<file path="src/rtl/fpu_mul_iter16.sv">
`default_nettype none
// ============================================================================
// Module      : fpu_mul_iter16
// Description : Iterative FP16 multiplier. The significand product is formed
//               by 11 shift-and-add steps. The exact 22-bit product, its
//               exponent and its denormal shift are presented unnormalized
//               to a downstream normalizer. NaN, infinity and zero operands
//               are resolved on the accepting edge and returned as a final
//               value on specialOut.
// Revision    : 1.0 - initial release
// ============================================================================
module fpu_mul_iter16 #(
  parameter int EXP_BIAS = 15
) (
  input  logic        clock,
  input  logic        reset_n,
  input  logic        inValid,
  output logic        inReady,
  input  logic [15:0] fpuIn1,
  input  logic [15:0] fpuIn2,
  output logic        outValid,
  input  logic        outReady,
  output logic        unnormSign,
  output logic [1:0]  unnormInt,
  output logic [19:0] unnormFrac,
  output logic [4:0]  unnormExp,
  output logic [9:0]  denormDiff,
  output logic        sticky,
  output logic        OFin,
  output logic        special,
  output logic [15:0] specialOut
);

  typedef enum logic [1:0] {
    IDLE = 2'd0,
    MUL  = 2'd1,
    DONE = 2'd2
  } state_t;

  state_t state;
  state_t state_nxt;

  // Operand field decode
  logic       a_sign, b_sign;
  logic [4:0] a_exp, b_exp;
  logic [9:0] a_frac, b_frac;
  logic       a_nan, b_nan, a_inf, b_inf, a_zero, b_zero;
  logic       is_special;
  logic       prod_sign;
  logic       accept;

  assign a_sign = fpuIn1[15];
  assign a_exp  = fpuIn1[14:10];
  assign a_frac = fpuIn1[9:0];
  assign b_sign = fpuIn2[15];
  assign b_exp  = fpuIn2[14:10];
  assign b_frac = fpuIn2[9:0];

  assign a_nan  = (&a_exp) & (|a_frac);
  assign b_nan  = (&b_exp) & (|b_frac);
  assign a_inf  = (&a_exp) & ~(|a_frac);
  assign b_inf  = (&b_exp) & ~(|b_frac);
  assign a_zero = ~(|fpuIn1[14:0]);
  assign b_zero = ~(|fpuIn2[14:0]);

  assign is_special = a_nan | b_nan | a_inf | b_inf | a_zero | b_zero;
  assign prod_sign  = a_sign ^ b_sign;

  // Handshake: never ready while reset is held, only ready in IDLE
  assign inReady  = reset_n & (state == IDLE);
  assign outValid = (state == DONE);
  assign accept   = inValid & inReady;

  // Final value for NaN / infinity / zero operand combinations
  logic [15:0] special_val;

  // Select the special result; NaN dominates, then inf x zero is invalid
  always_comb begin
    special_val = 16'h0000;
    if (a_nan | b_nan) begin
      special_val = 16'h7E00;
    end else if ((a_inf & b_zero) | (b_inf & a_zero)) begin
      special_val = 16'h7E00;
    end else if (a_inf | b_inf) begin
      special_val = {prod_sign, 5'h1F, 10'd0};
    end else if (a_zero | b_zero) begin
      special_val = {prod_sign, 15'd0};
    end
  end

  // Exponent arithmetic: subnormals use an effective exponent of 1
  logic [4:0]        a_eff, b_eff;
  logic signed [6:0] exp_sum;
  logic [7:0]        exp_neg;
  logic [4:0]        exp_field;
  logic [9:0]        diff_field;
  logic              of_field;

  assign a_eff   = (a_exp == 5'd0) ? 5'd1 : a_exp;
  assign b_eff   = (b_exp == 5'd0) ? 5'd1 : b_exp;
  assign exp_sum = $signed({2'b00, a_eff}) + $signed({2'b00, b_eff})
                 - $signed(7'(EXP_BIAS));
  // Negation done one bit wider so that the most negative sum cannot wrap
  assign exp_neg = 8'd0 - {exp_sum[6], exp_sum};

  // Classify the exponent into in-range, overflow or denormal shift
  always_comb begin
    exp_field  = exp_sum[4:0];
    diff_field = 10'd0;
    of_field   = 1'b0;
    if (exp_sum > 7'sd30) begin
      of_field  = 1'b1;
      exp_field = 5'h1F;
    end else if (exp_sum < 7'sd1) begin
      exp_field  = 5'd0;
      diff_field = (exp_neg > 8'd24) ? 10'd24 : {2'b00, exp_neg};
    end
  end

  // Multiplier datapath registers
  logic [10:0] sig_a, sig_b;
  logic [21:0] acc;
  logic [3:0]  count;

  // State register
  always_ff @(posedge clock or negedge reset_n) begin
    if (!reset_n) begin
      state <= IDLE;
    end else begin
      state <= state_nxt;
    end
  end

  // Next-state logic
  always_comb begin
    state_nxt = state;
    case (state)
      IDLE: if (accept) state_nxt = is_special ? DONE : MUL;
      MUL:  if (count == 4'd10) state_nxt = DONE;
      DONE: if (outValid & outReady) state_nxt = IDLE;
      default: state_nxt = IDLE;
    endcase
  end

  // Operand capture, shift-and-add iteration and result field registers
  always_ff @(posedge clock or negedge reset_n) begin
    if (!reset_n) begin
      sig_a      <= 11'd0;
      sig_b      <= 11'd0;
      acc        <= 22'd0;
      count      <= 4'd0;
      unnormSign <= 1'b0;
      unnormExp  <= 5'd0;
      denormDiff <= 10'd0;
      OFin       <= 1'b0;
      special    <= 1'b0;
      specialOut <= 16'h0000;
    end else if (accept) begin
      sig_a      <= {|a_exp, a_frac};
      sig_b      <= {|b_exp, b_frac};
      acc        <= 22'd0;
      count      <= 4'd0;
      unnormSign <= prod_sign;
      special    <= is_special;
      specialOut <= is_special ? special_val : 16'h0000;
      unnormExp  <= is_special ? 5'd0  : exp_field;
      denormDiff <= is_special ? 10'd0 : diff_field;
      OFin       <= is_special ? 1'b0  : of_field;
    end else if (state == MUL) begin
      if (sig_b[count]) begin
        acc <= acc + (22'(sig_a) << count);
      end
      count <= count + 4'd1;
    end
  end

  // The product is exact, so nothing is ever shifted out
  assign sticky     = 1'b0;
  assign unnormInt  = acc[21:20];
  assign unnormFrac = acc[19:0];

endmodule
`default_nettype wire

</file>
<file path="config.mk">
export PLATFORM = sky130hd
export DESIGN_NAME = fpu_mul_iter16
export DESIGN_NICKNAME = d
export VERILOG_FILES = /design/src/rtl/fpu_mul_iter16.sv
export SDC_FILE = /design/constraint.sdc
export NUM_CORES = 1
export LEC_CHECK = 0
export CAP_MARGIN = 0
export CORE_AREA = 2 2 99 101
export CTS_CLUSTER_DIAMETER = 50
export DETAILED_ROUTE_END_ITERATION = 10
export DIE_AREA = 0 0 101 103
export MAX_ROUTING_LAYER = met4
export PLACE_DENSITY = 0.86
export RECOVER_POWER = 50
export SYNTH_ARGS = -nofsm -noshare
export SYNTH_HDL_FRONTEND = slang
export SYNTH_SLANG_ARGS = --single-unit
export TNS_END_PERCENT = 20
</file>
<file path="constraint.sdc">
create_clock -name clock -period 4.4 [get_ports clock]
set_input_delay 1.1 -clock clock [delete_from_list [all_inputs] [get_ports clock]]
set_output_delay 1.1 -clock clock [all_outputs]
set_load 0.02 [all_outputs]
</file>
* Word level (Yosys, flattened, before mapping)
Index checks and enable logic that the tools add are counted.
W data, S select, Z words.
** Word-level totals
- Register bits after elaboration :: 84
- Input port bits :: 36
** Operators by class
- Add/sub/neg operators :: 5
- Order comparisons :: 4
- Equality and inequality tests :: 6
- Shift operators :: 1
- Mux-type cells :: 28
- Bitwise logic cells :: 22
- Reduce and logical (&&, ||, !) cells :: 15
** Operators by type and width (number)
- $mux W16 :: 5
- $mux W22 :: 3
- $reduce_or A15 Y1 :: 2
- $mux W5 :: 5
- $mux W8 :: 3
- $add A22 B22 Y22 :: 1
- $shl A11 B4 Y22 :: 1
- $reduce_or A10 Y1 :: 2
- $logic_not A5 Y1 :: 2
- $mux W10 :: 1
- $reduce_and A5 Y1 :: 2
- $reduce_or A5 Y1 :: 2
- $and A1 B1 Y1 :: 9
- $gt A8 B5 Y1 const B :: 1
- $mux W2 :: 4
- $mux W4 :: 2
- $or A1 B1 Y1 :: 8
- $sub A1 B7 Y8 const A :: 1
- $gt A7 B6 Y1 const B :: 1
- $lt A7 B2 Y1 const B :: 1
- $sub A6 B4 Y7 const B :: 1
- $add A5 B5 Y6 :: 1
- $pmux W2 S3 :: 1
- $lt A4 B5 Y1 const B :: 1
- other kinds (14) :: 21

* Depth between registers and ports, before layout
Gate-level depths: netlist (run 1).
- Depth after elaboration :: 10
- Depth in mapped cells :: 16

* Worst setup path before layout (run 1)
Ideal clock, no wire load.
- Path kind :: input-to-reg
- From :: input port fpuIn1[11]
- To :: register denormDiff[4]
- Library setup time :: 0.126 ns
- Data arrival time :: 3.730 ns
- Setup slack :: 0.544 ns
- Cell stages on the path :: 14
- Buffers on the path :: 0
- Path through :: nor3_1 and2_1 nor2_1 ha_1 inv_1 ha_1 fa_1 nor3b_2 xnor2_1 nand2_1 nor2_1 or4b_1 o21a_2 a221o_1
** Between the ends
- Cells in the longest elaborated chain, start to end :: 10
- Elaborated cells between the ends (all ways) :: 22
- Those cells by class :: add/sub (3); order compare (3); mux (5); bitwise (8); reduce/logical (3)
** RTL lines
- start, declared :: line 19 : input logic [15:0] fpuIn1,
- $logic_not A5 Y1 :: line 99 : assign a_eff = (a_exp == 5'd0) ? 5'd1 : a_exp;
- $mux W5 :: line 99
- $add A5 B5 Y6 :: line 101 : assign exp_sum = $signed({2'b00, a_eff}) + $signed({2'b00, b_eff})
- $sub A6 B4 Y7 :: line 102 : - $signed(7'(EXP_BIAS));
- $sub A1 B7 Y8 :: line 104 : assign exp_neg = 8'd0 - {exp_sum[6], exp_sum};
- $gt A8 B5 Y1 :: line 116 : diff_field = (exp_neg > 8'd24) ? 10'd24 : {2'b00, exp_neg};
- $mux W8 :: line 116
- $mux W8 :: line 114 : end else if (exp_sum < 7'sd1) begin
- $mux W8 :: line 111 : if (exp_sum > 7'sd30) begin
- $mux W10 * :: line 167 : denormDiff <= is_special ? 10'd0 : diff_field;
- end signal, assigned :: line 167
- end, declared :: line 27 : output logic [9:0] denormDiff,
Every way passes the cells marked *; elsewhere a longest branch is shown, timed or not.
A chain may end at the register's enable or synchronous reset.

* Final worst setup path (run 1)
- From :: input port fpuIn2[10]
- To :: register denormDiff[0]
** Between the ends
- Cells in the longest elaborated chain, start to end :: 10
- Elaborated cells between the ends (all ways) :: 22
- Those cells by class :: add/sub (3); order compare (3); mux (5); bitwise (8); reduce/logical (3)
** RTL lines
- start, declared :: line 20 : input logic [15:0] fpuIn2,
- $logic_not A5 Y1 :: line 100 : assign b_eff = (b_exp == 5'd0) ? 5'd1 : b_exp;
- $mux W5 :: line 100
- $add A5 B5 Y6 :: line 101
- $sub A6 B4 Y7 :: line 102
- $sub A1 B7 Y8 :: line 104
- $gt A8 B5 Y1 :: line 116
- $mux W8 :: line 116
- $mux W8 :: line 114
- $mux W8 :: line 111
- $mux W10 * :: line 167
Marks and branches as above.

==> results of run 1 <==
routing by layer:
layer	vias to the layer above	part of all wire (%)
met1	2164	40
met5	-	0
li1	2177	-
met4	0	3.0
met2	171	51
met3	49	6.2
worst paths after layout:
| check | from | to | slack, ns | depth (start not counted) |
|---|---|---|---|---|
| setup reg to reg | count[0] | acc[20] | 0.57 | 13 |
| max in group asynchronous | reset_n | sig_b[8] | 1.99 | 2 |
| hold reg to reg | sig_b[1] | sig_b[1] | 0.49 | 2 |
| hold / removal | sig_b[1] | sig_b[1] | 0.49 | 2 |
| min in group asynchronous | reset_n | acc[1] | 1.41 | 2 |
| setup / recovery | fpuIn2[10] | denormDiff[0] | 0.18 | 15 |
tightest hold or removal path: cells and delay by family (launching register included):
kind	cells	cell delay, ns
flip-flops	1	0.36
AND/OR/NAND/NOR	2	0.10
cells in the final DEF, fill, tap and decap left out, types with 12 or more instances in the layout:
cell                              synthesis  routed
sky130_fd_sc_hd__a21oi_1                 31      31
sky130_fd_sc_hd__clkdlybuf4s50_1          0      67
sky130_fd_sc_hd__conb_1                   1      12
sky130_fd_sc_hd__o21ai_1                 27      26
sky130_fd_sc_hd__nand3_1                 35      35
sky130_fd_sc_hd__o21ai_0                 16      16
sky130_fd_sc_hd__nand2_1                113     113
sky130_fd_sc_hd__xnor2_1                 14      14
sky130_fd_sc_hd__nor2_1                  50      50
sky130_fd_sc_hd__xor2_1                  12      12
sky130_fd_sc_hd__ha_1                    35      35
sky130_fd_sc_hd__dlygate4sd3_1            0      14
sky130_fd_sc_hd__dfrtp_1                 69      69
cell type report:
type                       instances  share of cell area (%)
timing repair buffer              94                    15.2
clock inverter                     7                    1.16
clock buffer                       9                    2.09
sequential                        69                    29.2
multi-input combinational        472                    49.2
inverter                          13                   0.824
tap                              114                    2.41
where the power goes:
part	internal, W	switching [W]	total [W]
Clock	0.000224	0.000302	0.000526
Sequential	0.000868	0.000243	0.00111
Combinational	0.00112	0.00153	0.00265
Total	0.00222	0.00207	0.00429
kinds of logic after synthesis:
kind of cell | after synthesis | synth area share (%)
xor+xnor | 28 | 5.34
fa+ha+maj | 37 | 9.80
mux | 18 | 4.57
simple gates | 251 | 23.2
compound gates | 126 | 15.7
buf+inv | 59 | 5.90
flops | 69 | 35.4
other cells | 1 | 0.0769
per-stage QoR:
step | utilization, % | instance area, µm² | hold WS (ns)
4_1_cts | 62.7 | 5930 | 0.484
6_report | 62.6 | 5920 | 0.486
3_3_place_gp | 60.6 | 5730 | 0.453
2_1_floorplan | - | 4920 | 0.440
5_1_grt | 62.6 | 5920 | 0.509
3_5_place_dp | 60.6 | 5730 | 0.460
state kept, by name, summed over array words and instances (netlist names):
register	flops
acc	22
sig_a	11
sig_b	11
denormDiff	8
unnormExp	5
count	4
specialOut	3
state	2
OFin	1
special	1
unnormSign	1
what timing repair did:
action | 4_1_cts | 5_1_grt
buffers inserted | 0 | 0
gates resized for setup | 0 | 2
hold buffers | 0 | 0
endpoints found under the setup margin | 0 | 5
==> metrics, run 1 <==
status complete, but fails checks; violated checks capacitance limit, slew limit; initial core utilization 51.6%; sequential cell area fraction in the yosys report 35.4%; Largest delay share family, worst path simple AND/OR/NAND/NOR gates; Post-synth ARST share 100%; clock sink count 69; cts bufs inserted 9; top cells by instance count after synthesis 113 x sky130_fd_sc_hd__nand2_1, 69 x sky130_fd_sc_hd__dfrtp_1, 50 x sky130_fd_sc_hd__nor2_1; sequential standard cell area 1730 µm²; headroom to the max-slew limit -22.5%; Starting DRT DRC Count 295; post-CTS clock slew at the launch and capture registers of the worst setup and hold paths 0.10 ns; Core Rows 36; Die Width 101 µm; part of the cycle the worst path needs 95.8%; drt pass-1 iters 5; total core area 9460 µm²; most common cell in the netlist sky130_fd_sc_hd__nand2_1; final count of hold timing violations 0; endpoint type of the worst setup path flip-flop; DRC Markers 0; vias in the first global route 4560; number of warnings issued by yosys 0; startpoint-to-endpoint class of the critical path primary input to flip-flop; Gate Count Post-Synth 589; final worst clock skew 0.0148 ns; Via Count 4561; Total Power 0.00429 W; count of buffer and inverter cells on the critical path 3; antenna violations before repair 0; cell with the biggest individual delay on the critical path sky130_fd_sc_hd__clkdlybuf4s50_1; drt via density 5.86; Pins Over Slew Limit 149; number of buffers on the longest clock path 2; final setup vio count 0; arrival time at the worst endpoint 4.48 ns; H-tree depth 3; combined area of all synthesized cells 4880 µm²; final net count 732; post-detailed-route wirelength per cell 15.8 µm; setup repair after global routing missed its margin no; master cell of the clock root buffer sky130_fd_sc_hd__clkbuf_8; met1 routing resource usage after global routing 29.4%; delay contributed by the slowest stage of the critical path 0.53 ns; peak ir drop on the vdd network 0.375 mV; Power Density 724 nW/µm²; met3 demand-to-capacity share in global routing 4.68%; area occupied by multi-input gates 2910 µm²; number of I/O port buffers 82; count of placed standard cells including taps 762; latest clock arrival within the worst-skew pair 0.37 ns; count of pins on the block boundary 95; final weighted congestion in routability-driven placement 1.00; minimum setup slack in the final design 0.183 ns; crit start category primary input; cell repeated most along the worst path sky130_fd_sc_hd__ha_1; post-placement setup slack -0.208 ns; proportion of netlist area held by the largest area contributor 35.4%; global-route wire length before repair 20.4 mm; average footprint of a synthesized cell 8.28 µm²; Total Neg Setup Slack 0 ns; Max-cap violations 3; Antenna Cells 0; area growth from synthesis to layout 21.4%; post-route antenna net violation count 0; min Tclk post-route 4.22 ns; non-filler instance count after layout 778; maximum number of pins on one net before global-route repair 70; CP Cell Sequence clkdlybuf4s50_1, nor3_2, and2_1, nor2_1, ha_1, inv_1, ha_1, fa_1, a21o_1, a21oi_1, xnor2_2, or4b_1, o21a_2, buf_4, o31ai_1; number of distinct library cells after synthesis 56; library cell occupying the most area in the post-synthesis netlist sky130_fd_sc_hd__dfrtp_1; CP Max Fanout 6; ratio of cells with drive above 1 in the final layout 6.48%; number of synthesized flops with an enable pin 0; largest cells by area after synthesis sky130_fd_sc_hd__dfrtp_1 35%, sky130_fd_sc_hd__ha_1 9.0%, sky130_fd_sc_hd__nand2_1 8.7%; total routing usage reported by global routing 25.3%; total wirelength of the detailed-routed design 12.3 mm; count of fill cells added during filler insertion 799; worst hold-check path type flip-flop to flip-flop; half-perimeter wire length of the detailed placement result 9.31 mm; DIE HEIGHT 103 µm; met2 Usage GRT 43.0%; total congestion overflow after global routing 0; worst path required time 4.66 ns; transition at the pin with the smallest max-transition slack 1.84 ns; overall die area 10400 µm²; main flop type after synthesis sky130_fd_sc_hd__dfrtp_1; total leakage power 2.74 nW; fmax 0.237 GHz; #FFs+latches synth 69; Most Used Layer, Global Route met2; CTS tree built
Note: power is estimated with default switching activity, not from simulation.
==> run 2: changes to the inputs <==
--- a/config.mk
+++ b/config.mk
@@ -10,6 +10,7 @@
 export CTS_CLUSTER_DIAMETER = 50
 export DETAILED_ROUTE_END_ITERATION = 10
 export DIE_AREA = 0 0 101 103
+export GPL_TIMING_DRIVEN = 1
 export MAX_ROUTING_LAYER = met4
 export PLACE_DENSITY = 0.86
 export RECOVER_POWER = 50
==> results of run 2 <==
Final layout, timing and power as in run 1 (identical DEF).
